===== src/rtl/spi_ram.sv =====
// spi_ram: byte memory driven by SPI slave command words, with independent auto-wrapping write/read pointers
module spi_ram #(
  parameter int MEM_DEPTH = 256,
  parameter int ADDR_SIZE = 8
) (
  input  logic       clk,
  input  logic       arst_n,
  input  logic [9:0] rx_data,
  input  logic       rx_valid,
  output logic [7:0] tx_data,
  output logic       tx_valid,
  output logic       addr_err
);
  localparam logic [ADDR_SIZE:0]   DEPTH = (ADDR_SIZE+1)'(MEM_DEPTH);
  localparam logic [ADDR_SIZE-1:0] LAST  = ADDR_SIZE'(MEM_DEPTH - 1);
  logic                 rv_q;
  logic [ADDR_SIZE-1:0] wr_addr, rd_addr, addr, wr_nxt, rd_nxt;
  logic [7:0]           mem [MEM_DEPTH];
  logic                 acc, wr_ok, rd_ok, do_wr;
  // accept one command per rx_valid rising edge; pointer range checks and wrapped successors
  always_comb begin
    acc    = rx_valid & ~rv_q;
    addr   = rx_data[ADDR_SIZE-1:0];
    wr_ok  = {1'b0, wr_addr} < DEPTH;
    rd_ok  = {1'b0, rd_addr} < DEPTH;
    wr_nxt = (wr_addr == LAST) ? '0 : wr_addr + 1'b1;
    rd_nxt = (rd_addr == LAST) ? '0 : rd_addr + 1'b1;
    do_wr  = acc && (rx_data[9:8] == 2'b01) && wr_ok;
  end
  // memory array is never reset so contents survive arst_n
  always_ff @(posedge clk)
    if (do_wr) mem[wr_addr] <= rx_data[7:0];
  // command decode, pointer updates and read-back; addr_err is a single-cycle pulse
  always_ff @(posedge clk or negedge arst_n)
    if (!arst_n) begin
      rv_q     <= 1'b0;
      wr_addr  <= '0;
      rd_addr  <= '0;
      tx_data  <= '0;
      tx_valid <= 1'b0;
      addr_err <= 1'b0;
    end else begin
      rv_q     <= rx_valid;
      addr_err <= 1'b0;
      if (acc) begin
        tx_valid <= rx_data[9:8] == 2'b11;
        case (rx_data[9:8])
          2'b00: wr_addr <= addr;
          2'b01: if (wr_ok) wr_addr <= wr_nxt; else addr_err <= 1'b1;
          2'b10: rd_addr <= addr;
          default: begin
            tx_data <= rd_ok ? mem[rd_addr] : '0;
            if (rd_ok) rd_addr <= rd_nxt; else addr_err <= 1'b1;
          end
        endcase
      end
    end
endmodule


===== config.mk =====
export PLATFORM = sky130hd
export DESIGN_NAME = spi_ram
export DESIGN_NICKNAME = d
export VERILOG_FILES = /design/src/rtl/spi_ram.sv
export SDC_FILE = /design/constraint.sdc
export NUM_CORES = 2
export LEC_CHECK = 0
export CAP_MARGIN = 15
export CELL_PAD_IN_SITES_DETAIL_PLACEMENT = 0
export CELL_PAD_IN_SITES_GLOBAL_PLACEMENT = 2
export CORE_MARGIN = 2
export CORE_UTILIZATION = 40
export DETAILED_ROUTE_END_ITERATION = 12
export GPL_TIMING_DRIVEN = 0
export PLACE_DENSITY = 0.74
export REMOVE_ABC_BUFFERS = 1
export SETUP_SLACK_MARGIN = 0.1
export SLEW_MARGIN = 5
export SYNTH_ARGS = -nofsm -noshare
export SYNTH_HDL_FRONTEND = slang
export SYNTH_SLANG_ARGS = --single-unit

===== constraint.sdc =====
create_clock -name clk -period 3.6 [get_ports clk]
set_input_delay 0.54 -clock clk [delete_from_list [all_inputs] [get_ports clk]]
set_output_delay 0.54 -clock clk [all_outputs]
set_load 0.01 [all_outputs]

==> qor.csv <==
stage,metric,value,unit
critical_path,CP Data Arrival Time,3.98,ns
clocking,clock latency on the worst-skew pair,0.85,ns
sta,max_slew headroom,26.3,%
sta,RSZ-0062 raised after global routing,true,
critical_path,Setup Crit Path Kind,in2reg,
power,part of the power in registers,46.5,%
worst_hold_path,Worst Hold End,mem[142][5],
logic_synthesis,sequential fraction of the synthesis area,77.1,%
logic_synthesis,mapped cell area,80600,um^2
critical_path,critical path required time,4.06,ns
routing,drc violations,0,
logic_synthesis,Async SR Flop Fraction,1.25,%
global_routing,pin count of the biggest net entering global routing,143,
routing,DR pass1 iterations,6,
logic_synthesis,number of enable flip-flop cells after synthesis,2048,
power,Combinational Power Share,18.2,%
power,PD cells,632,nW/um^2
critical_path,crit path max fanout,18,
clocking,H-tree depth,4,
logic_synthesis,Synth top area share,76.3,%
power,Switching Fraction,26.8,%
layout,layout cell share with drive strength beyond 1,21.9,%
logic_synthesis,dominant synthesized flop cell,edfxtp_1,
global_routing,initial antenna violation count,3,
routing,wire length on met2,97.3,mm
logic_synthesis,Yosys top cell by area,edfxtp_1,
clocking,CTS tree,built,
sta,Worst Tran Pin Value,1.10,ns
critical_path,critical path launch point type,input pin,
layout,P&R area growth vs syn,13.7,%
worst_hold_path,Worst Hold Path Cells,1,
routing,highest routed layer,met4,
critical_path,RR Startpoint,rd_addr[1],
critical_path,Crit-path slowest cell,clkdlybuf4s50_1,
run_status,run status,"complete, no violations",
die,die footprint,205000,um^2
worst_hold_path,Hold Path Class,in2reg,
power,Internal,42.4,mW
routing,via count,38800,
sta,Final Hold Fails,0,
die,Core Area,200000,um^2
logic_synthesis,top area cells in the synthesized netlist,"edfxtp_1 76%, mux4_2 13%, mux2i_1 2.0%, nor2_1 1.3%, o221ai_1 0.84%",
sta,Setup TNS Final,0,ns
layout,Total Nets Final,3988,
sta,fin. max-slew vios,0,
logic_synthesis,Synth Instances,3889,
flow_run,max_cap viols,0,
critical_path,reg2reg path depth,11,
sta,Fmax,284,MHz
clocking,CTS max path bufs,3,
logic_synthesis,Yosys cell types,48,
place,Placed Instance Area,84500,um^2
sta,count of final setup violators,0,
worst_hold_path,min-delay src,rx_data[5],
global_routing,gr ovfl total,0,
place,HPWL Detailed,115,mm
place,RD Place Congestion,0.767,
die,die height,453,um
die,IO Pins,23,
power,maximum vdd drop,795,uV
logic_synthesis,"Avg Cell Area, Syn",20.7,um^2
routing,Vias per Instance,5.70,
die,row count,164,
routing,total wire length,197,mm
clocking,CTS sink cnt,2074,
routing,routed wl met3,11.9,mm
critical_path,endpoint type of the worst setup path,register,
sta,final worst path period share,97.9,%
routing,average wire per standard cell,29.0,um
clocking,clk root buf,clkbuf_16,
global_routing,first-pass GRT wire length,283,mm
power,P_sw,15.5,mW
die,Initial Util,40.3,%
logic_synthesis,Seq cells post-synth,2074,
global_routing,Total GRT Usage,19.1,%
clocking,TritonCTS buffer count,205,
critical_path,highest cell delay on the worst timing path,0.93,ns
die,Die X,453,um
sta,Tmin final,3.52,ns
routing,wire length on met1,82.3,mm
logic_synthesis,most frequent cell after synthesis,edfxtp_1,
critical_path,worst-path cell chain,"clkdlybuf4s50_1, inv_1, nor2_4, nand3_4, nor2_1",
critical_path,reg2reg end,tx_data[7],
global_routing,vias in the first global route,39200,
place,count of input and output buffers,21,
power,Clk pwr share,35.3,%
routing,DR iter-0 viols,4047,
critical_path,reg2reg setup slack,0.12,ns
layout,# fillers,16500,
power,Leakage,28.0,nW
clocking,Worst-path clk slew,0.05,ns
layout,final instance area,91700,um^2
routing,antenna-violating nets left,0,
logic_synthesis,Ys Warns,0,
logic_synthesis,Post-synth top cells,"2,048 x edfxtp_1, 452 x mux4_2, 274 x nor2_1",
sta,clock skew,0.0235,ns
-- power by group through the flow --
stage / clock network [mW] / logic, mW / registers, mW
after floorplan: 0 / 5.71 / 27.9
after CTS: 20.8 / 10.6 / 26.9
after global placement: 0 / 7.26 / 28.4
after detailed placement: 0 / 9.87 / 27.6
final: 20.4 / 10.6 / 26.9
after global routing: 21.7 / 11.1 / 26.9
-- area by class of cell --
type / count / area, um^2 / share of cell area (%)
clock buffers: 270 / 5420 / 5.92
diodes: 1 / 2.50 / 0.00273
flip-flops and latches: 2074 / 62200 / 67.8
multi-input cells: 1576 / 17500 / 19.1
clock inverters: 103 / 925 / 1.01
inverters: 10 / 48.8 / 0.0532
well taps: 2656 / 3320 / 3.63
repair buffers: 103 / 2230 / 2.43
-- routing by layer --
layer  up-vias  track usage (%)
li1      16400                -
met1     20800             26.4
met2      1256             31.2
met3       267             3.02
met4         0             5.82
met5         -                0
-- how the worst max path moves through the flow --
stage,depth (start not counted),endpoint,from
3_3_place_gp,7,tx_data[3],rd_addr[1]
5_1_grt,5,mem[15][5],rx_data[8]
6_report,5,mem[111][3],rx_data[8]
2_1_floorplan,7,tx_data[1],rd_addr[0]
4_1_cts,10,tx_data[1],rd_addr[0]
3_5_place_dp,6,mem[188][7],rx_data[8]
-- state kept, by name (all words and copies together) (netlist names) --
signal	flops
wr_addr	8
rd_addr	8
tx_data	8
tx_valid	1
rv_q	1
mem	2048
-- placed cells by master, fill, tap and decap left out, drive strengths merged, types with 7 or more instances in the layout --
master	instances
a21oi	58
a221o	7
a22oi	9
a31oi	10
a32o	14
a32oi	14
a41oi	9
and3	25
buf	81
bufbuf	7
bufinv	11
clkbuf	272
clkdlybuf4s50	12
clkinv	80
dfrtp	26
edfxtp	2048
inv	19
mux2i	162
mux4	462
nand2	164
nand2b	7
nand3	39
nand4	7
nor2	274
nor2b	14
nor3	42
o21ai	54
o221ai	79
o22a	14
o22ai	91
-- worst max-delay path, delay by kind of cell --
family	cells	cell delay [ns]
simple gates	3	2.10
buf+inv	2	1.28
-- stage by stage --
step	hold slack [ns]	worst slack (ns)	utilization (%)	instances	total power, mW
final	0.108	0.0772	45.8	6793	57.9
after floorplan	0.244	-17.14	-	3659	33.6
after global routing	0.0966	-0.00234	45.8	6792	59.7
after global placement	0.499	-29.54	41.4	6336	35.7
after detailed placement	0.501	-1.71	42.2	6395	37.4
after CTS	0.0676	0.0887	45.7	6789	58.2
-- cell families after synthesis --
logic type	Yosys count	share of synthesized area, %
AOI/OAI and AO/OA	363	3.14
adders and majority gates	5	0.0776
buffers and inverters	240	1.68
DFF	2074	77.1
muxes	624	15.0
other	1	0.00465
and+or+nand+nor	582	3.05
-- timing repair --
| action | CTS | global route |
|---|---|---|
| hold endpoints to repair | 26 | 0 |
| buffers inserted | 12 | 1 |
| endpoints found under the setup margin | 1113 | 266 |
| gates resized for setup | 43 | 44 |
| gates cloned | 8 | 2 |
| hold buffers | 1 | 0 |
Power figures use the tool's default switching activity.
